[config.mk]
export PLATFORM = sky130hd
export DESIGN_NAME = cmd_dispatch
export DESIGN_NICKNAME = d
export VERILOG_FILES = /design/src/rtl/cmd_dispatch.sv
export SDC_FILE = /design/constraint.sdc
export NUM_CORES = 1
export LEC_CHECK = 0
export CORE_ASPECT_RATIO = 2
export CORE_MARGIN = 5
export CORE_UTILIZATION = 42
export DETAILED_ROUTE_END_ITERATION = 8
export PLACE_DENSITY_LB_ADDON = 0.3
export SLEW_MARGIN = 0
export SYNTH_ARGS = -nofsm -noshare
export SYNTH_HDL_FRONTEND = slang
export SYNTH_SLANG_ARGS = --single-unit
[constraint.sdc]
create_clock -name clk -period 2.4 [get_ports clk]
set_clock_uncertainty 0.05 [all_clocks]
set_input_delay 0.24 -clock clk [delete_from_list [all_inputs] [get_ports clk]]
set_output_delay 0.24 -clock clk [all_outputs]
set_load 0.02 [all_outputs]
[src/rtl/cmd_dispatch.sv]
// Command-byte dispatcher: buffers one parser byte and broadcasts it to NCONS consumers.
// Optional stuck-consumer timeout/drop enabled by defining DISPATCH_TIMEOUT_EN.
//
// state   | meaning
// S_IDLE  | no byte held; a nonzero cmd_mask is latched at once
// S_OFFER | held byte offered to targeted consumers that have not yet accepted
module cmd_dispatch #(
   parameter int NCONS   = 8,
   parameter int TIMEOUT = 255
) (
   input  logic             clk,
   input  logic             reset,
   input  logic [7:0]       cmd_mask,
   input  logic [7:0]       data,
   output logic             data_ack,
   output logic [7:0]       cons_data,
   output logic             cons_sof,
   output logic [NCONS-1:0] cons_valid,
   input  logic [NCONS-1:0] cons_ready,
   output logic             busy,
   output logic [NCONS-1:0] err_mask
);

   typedef enum logic {S_IDLE = 1'b0, S_OFFER = 1'b1} state_t;

   state_t           state, state_nxt;
   logic [7:0]       hold_data;
   logic [NCONS-1:0] pend, done, done_nxt;
   logic [NCONS-1:0] em, acc;
   logic             in_frame, in_frame_nxt, sof_r;
   logic             complete, drop, release_byte, load;
   logic             mask_unused;

   // Bits of cmd_mask at NCONS and above only matter for the "byte presented" test.
   assign mask_unused = ^cmd_mask;

   always_comb begin
      em           = cmd_mask[NCONS-1:0];
      cons_valid   = '0;
      acc          = '0;
      complete     = 1'b0;
      state_nxt    = state;
      in_frame_nxt = in_frame;
      if (state == S_OFFER) begin
         cons_valid = pend & ~done;
         acc        = cons_valid & cons_ready;
         complete   = ((done | acc) == pend);
      end
      release_byte = complete | drop;
      // Reset gating keeps a byte from being popped and then discarded by the reset.
      load     = !reset && (cmd_mask != 8'd0) && ((state == S_IDLE) || release_byte);
      data_ack = load;
      done_nxt = done | acc;
      if (load) begin
         state_nxt    = (em != '0) ? S_OFFER : S_IDLE;
         in_frame_nxt = 1'b1;
         done_nxt     = '0;
      end else if ((state == S_IDLE) || release_byte) begin
         state_nxt    = S_IDLE;
         in_frame_nxt = 1'b0;
      end
   end

   always_ff @(posedge clk) begin
      if (reset) begin
         state     <= S_IDLE;
         hold_data <= 8'd0;
         pend      <= '0;
         done      <= '0;
         in_frame  <= 1'b0;
         sof_r     <= 1'b0;
      end else begin
         state    <= state_nxt;
         done     <= done_nxt;
         in_frame <= in_frame_nxt;
         if (load) begin
            hold_data <= data;
            pend      <= em;
            sof_r     <= ~in_frame;
         end
      end
   end

`ifdef DISPATCH_TIMEOUT_EN
   logic [7:0]       tmo;
   logic [NCONS-1:0] err_r;

   assign drop = (state == S_OFFER) && !complete && (tmo == 8'd0);

   always_ff @(posedge clk) begin
      if (reset) begin
         tmo   <= 8'd0;
         err_r <= '0;
      end else begin
         if (load)
            tmo <= 8'(TIMEOUT);
         else if ((state == S_OFFER) && !complete && (tmo != 8'd0))
            tmo <= tmo - 8'd1;
         // Consumers accepting in the drop cycle are not blamed.
         if (drop)
            err_r <= err_r | (pend & ~done & ~cons_ready);
      end
   end

   assign err_mask = err_r;
`else
   assign drop     = 1'b0;
   assign err_mask = '0;
`endif

   assign busy      = (state == S_OFFER);
   assign cons_data = hold_data;
   assign cons_sof  = sof_r;

endmodule

# After elaboration in Yosys (flattened, before gate mapping)
# Cells that the tools add are included.
dict set report classes {
  mul 0
  add_sub_neg 0
  n_reduce_logical 7
  mux 7
  n_bitwise 7
  n_eq_ne 1
  order_cmp 0
  shifts 0
  n_div 0
}
# operator count
set op_table {}
lappend op_table {{bitwise AND 8 bit} 2}
lappend op_table {{2-to-1 mux 8 bit} 2}
lappend op_table {{bitwise OR 8 bit} 2}
lappend op_table {{equality test 8 bit} 1}
lappend op_table {{inverter 8 bit} 1}
lappend op_table {{nonzero test 8 bit} 1}
lappend op_table {{2-to-1 mux 1 bit} 5}
lappend op_table {{logical AND 1 bit} 2}
lappend op_table {{inverter 1 bit} 2}
lappend op_table {{nonzero test 2 bit} 1}
lappend op_table {{OR reduction 2 bit} 1}
lappend op_table {{logical NOT 1 bit} 1}
lappend op_table {{logical OR 1 bit} 1}
dict set report word_totals {
  mem_count 0
  latch_bits 0
  ff_bits 27
  inputBits 26
  ramBits 0
  out_inout_bits 27
  romBits 0
}

# Longest topological paths before layout
dict set report depth {
  word_depth 9
  depth_mapped 6
  ltp_nobuf 5
}

# Worst setup path after synthesis
# OpenSTA, ideal clock, no wires.
dict set report synth_path {
  path_type {register to register}
  start {reg done[0]}
  end {reg hold_data[0] (netlist: cons_data[0])}
  path_stages_with_launch 7
  synth_period_minus_slack_ns 2.153
  slack_ns 0.247
  arrival_time_ns 1.979
  setup_time_ns 0.123
  cell_sequence {dfxtp_1 -> nor2b_4 -> a2111oi_2 -> nand4_1 -> o41ai_4 -> buf_6 -> mux2_1}
}
dict set report synth_between {
  elab_chain_len 8
}
# element line
set synth_lines {}
lappend synth_lines {{start, declared} 28} ;# logic [NCONS-1:0] pend, done, done_nxt;
lappend synth_lines {{start signal, assigned} 74} ;# done <= done_nxt;
lappend synth_lines {{inverter 8 bit} 45} ;# cons_valid = pend & ~done;
lappend synth_lines {{bitwise AND 8 bit} 45}
lappend synth_lines {{bitwise AND 8 bit} 46} ;# acc = cons_valid & cons_ready;
lappend synth_lines {{bitwise OR 8 bit *} 47} ;# complete = ((done | acc) == pend);
lappend synth_lines {{equality test 8 bit *} 47}
lappend synth_lines {{2-to-1 mux 1 bit *} 44} ;# if (state == S_OFFER) begin
lappend synth_lines {{logical OR 1 bit *} 51} ;# load = !reset && (cmd_mask != 8'd0) && ((state == S_IDLE) || release_byte);
lappend synth_lines {{logical AND 1 bit *} 51}
lappend synth_lines {{end signal, assigned} 77} ;# hold_data <= data;
lappend synth_lines {{end, declared} 27} ;# logic [7:0] hold_data;
# Every way passes the cells marked *; elsewhere a longest branch is shown, timed or not.
# A chain may end at the register's enable or synchronous reset.

# Final worst setup path
dict set report layout_path {
  start {in cons_ready[1]}
  end {reg pend[3]}
}
dict set report layout_between {
  elab_chain_len 6
}
# element line
set layout_lines {}
lappend layout_lines {{start, declared} 19} ;# input logic [NCONS-1:0] cons_ready,
lappend layout_lines {{bitwise AND 8 bit} 46}
lappend layout_lines {{bitwise OR 8 bit} 47}
lappend layout_lines {{equality test 8 bit} 47}
lappend layout_lines {{2-to-1 mux 1 bit} 44}
lappend layout_lines {{logical OR 1 bit} 51}
lappend layout_lines {{logical AND 1 bit} 51}
lappend layout_lines {{end signal, assigned} 78} ;# pend <= em;
lappend layout_lines {{end, declared} 28}
# No other way between the ends.

==> reports/qor.csv <==
metric,value,unit
die width,49.4,um
met3 Use GR,3.04,%
RSZ-0062 raised after global routing,yes,
Synth area leaders,"dfxtp_1 (41%), mux2_1 (8.6%), nor2b_1 (7.7%)",
P&R area growth vs syn,37.8,%
gr usage total,15.0,%
post-DP HPWL,2.48,mm
CTS tree,built,
CP startpoint kind,primary input,
Mapped Cells,132,
initial cell density of the core,43.8,%
Final Non-Filler Cells,208,
CTS Buf Count,3,
# DRC,0,
setup TNS,0,ns
max frequency,444,MHz
core box area,0.00298,mm^2
Post CTS Setup Buffer Count,0,
pre-CTS setup slack,-0.276,ns
CTS H-tree depth,1,
"Req. time, crit path",2.52,ns
drt total wl,3.19,mm
number of nets in the layout,205,
Fin. Hold Viols,0,
CTS root buf,clkbuf_8,
maximum clock path buffer count,2,
min setup slack post-route,0.149,ns
Hold Path Class,register to register,
commonest cells in the netlist,"dfxtp_1 (27), nor2b_1 (16)",
CP endpoint kind,register,
WP data arrival,2.37,ns
post-layout min period,2.25,ns
Peak VDD IR,451,uV
Setup crit start,cons_ready[1],
crit path max fanout,25,
CTS Sinks,27,
post-route core utilization,60.3,%
Static Leak,0.705,nW
layout cells sized above 1,11.8,%
met1 Resource Use GR,14.4,%
reg-to-reg endpoint,pend[3]$_SDFFE_PP0P_,
1st-pass router iterations,4,
Hold EP,cons_sof$_SDFFE_PP0P_,
Reg-to-Reg Start,done[0]$_SDFF_PP0_,
clk_lat worst skew,0.28,ns
mean routed wirelength per cell,15.3,um
RD Place Congestion,0.834,
hold buffer count at cts,0,
vias in the first global route,1189,
Max Cap Viol,0,
Hold Startpoint,in_frame$_SDFFE_PP0P_,
number of core rows,28,
number of port buffers,44,
period utilisation layout,93.8,%
"count leader, synth",dfxtp_1,
register area share after synthesis,41.5,%
met2 GRT Util,29.6,%
busiest grt layer,met2,
synthesized area,0.00130,mm^2
DRT iter0 DRCs,10,
setup violators final,0,
Via Count,1110,
CTS clock-pin slew for the worst setup and hold paths,0.10,ns
post-synth top area cell,dfxtp_1,
antenna-violating nets left,0,
via/cell ratio,5.34,
share of the synthesized area in the top cell type,41.5,%
pin count of the biggest net entering global routing,28,
"Async S/R FF share, synth",0,%
I/O pin cnt,53,
library cells used by synthesis,28,
antenna cells,0,
first-pass GRT wire length,5.18,mm
total gr overflow,0,
PD cells,697,mW/mm^2
r2r worst-path depth,6,
die height,88.8,um
Reg2Reg Setup Slack,0.16,ns
post-synthesis register bit count,27,
Synthesis Warnings,0,
Avg Inst Size Synth,9.88,um^2
status,completed,
die area,0.00439,mm^2
WHS,0.402,ns
Worst Hold Depth,1,
initial antenna violation count,0,
Final Max Tran Viols,0,
critical path class,primary input to register,
post-placement cell count,204,
Synth Flop Type,dfxtp_1,
number of synthesized flops with an enable pin,0,
-- cell families after synthesis --
| kind of cell | share of synthesized area [%] |
|---|---|
| and+or+nand+nor | 26.6 |
| DFF | 41.5 |
| buffers and inverters | 8.35 |
| muxes | 14.6 |
| AOI/OAI and AO/OA | 8.73 |
| other | 0.288 |
-- per-stage QoR --
step,area (um^2),total power [W]
after global routing,1800,0.00132
after detailed placement,1750,0.00100
final,1800,0.00125
after global placement,1750,0.000988
after floorplan,1330,0.000826
after CTS,1800,0.00126
-- report_power, final --
part	total, W	switching (W)	internal, W	leakage, nW
clock network	0.000265	0.000148	0.000117	0.0255
registers	0.000552	0.0000405	0.000512	0.223
logic	0.000435	0.000208	0.000227	0.456
-- how the worst max path moves through the flow --
stage / end / cells after the start
final: pend[3]$_SDFFE_PP0P_ / 7
after global routing: pend[3]$_SDFFE_PP0P_ / 7
after CTS: data_ack / 6
after detailed placement: data_ack / 6
after global placement: data_ack / 6
after floorplan: cons_data[0]$_SDFFE_PP0P_ / 6
-- final cells by class --
type,instances,area (um^2)
inverters,4,15.0
clock inverters,1,5.00
flip-flops and latches,27,541
clock buffers,3,41.3
repair buffers,49,477
well taps,30,37.5
fillers,249,1180
multi-input cells,94,681
-- metal layers --
| metal | wire length, um | vias up |
|---|---|---|
| li1 | - | 540 |
| met1 | 1170 | 528 |
| met2 | 1810 | 35 |
| met3 | 144 | 7 |
| met4 | 70 | 0 |
| met5 | 0 | - |
-- what timing repair did --
action / 4_1_cts / 5_1_grt
setup endpoints to repair: 1 / 17
pin swaps: 0 / 1
gates resized for setup: 1 / 4
-- sequential cells by signal, summed over array words and instances, names as in the netlist --
signal	cells
pend	8
cons_sof	1
done	8
cons_data	8
busy	1
in_frame	1
-- cells in the final DEF (no fill, tap or decap), drive strengths merged --
cell	synthesis	routed
a221oi	1	1
buf	10	6
a2111oi	1	1
a22oi	1	1
a21oi	10	10
nor2b	17	17
o41ai	1	1
o21ai	1	1
mux2i	1	1
nand2b	1	1
clkdlybuf4s50	0	43
or3	1	1
or2	1	1
nor4	1	1
nor3	10	10
and3b	4	4
dfxtp	27	27
inv	4	4
clkinv	0	1
mux2	16	16
or4	3	3
nand4	1	1
nor3b	10	10
conb	1	8
nor2	5	5
clkbuf	4	3
-- critical path, stage by stage --
cell             delay, ns
clkdlybuf4s50_1       0.48
nor3b_1               0.05
nor4_1                0.31
nand4_1               0.26
o41ai_4               0.37
buf_6                 0.28
mux2_2                0.36
No activity file was read; power rests on OpenSTA's default activity.
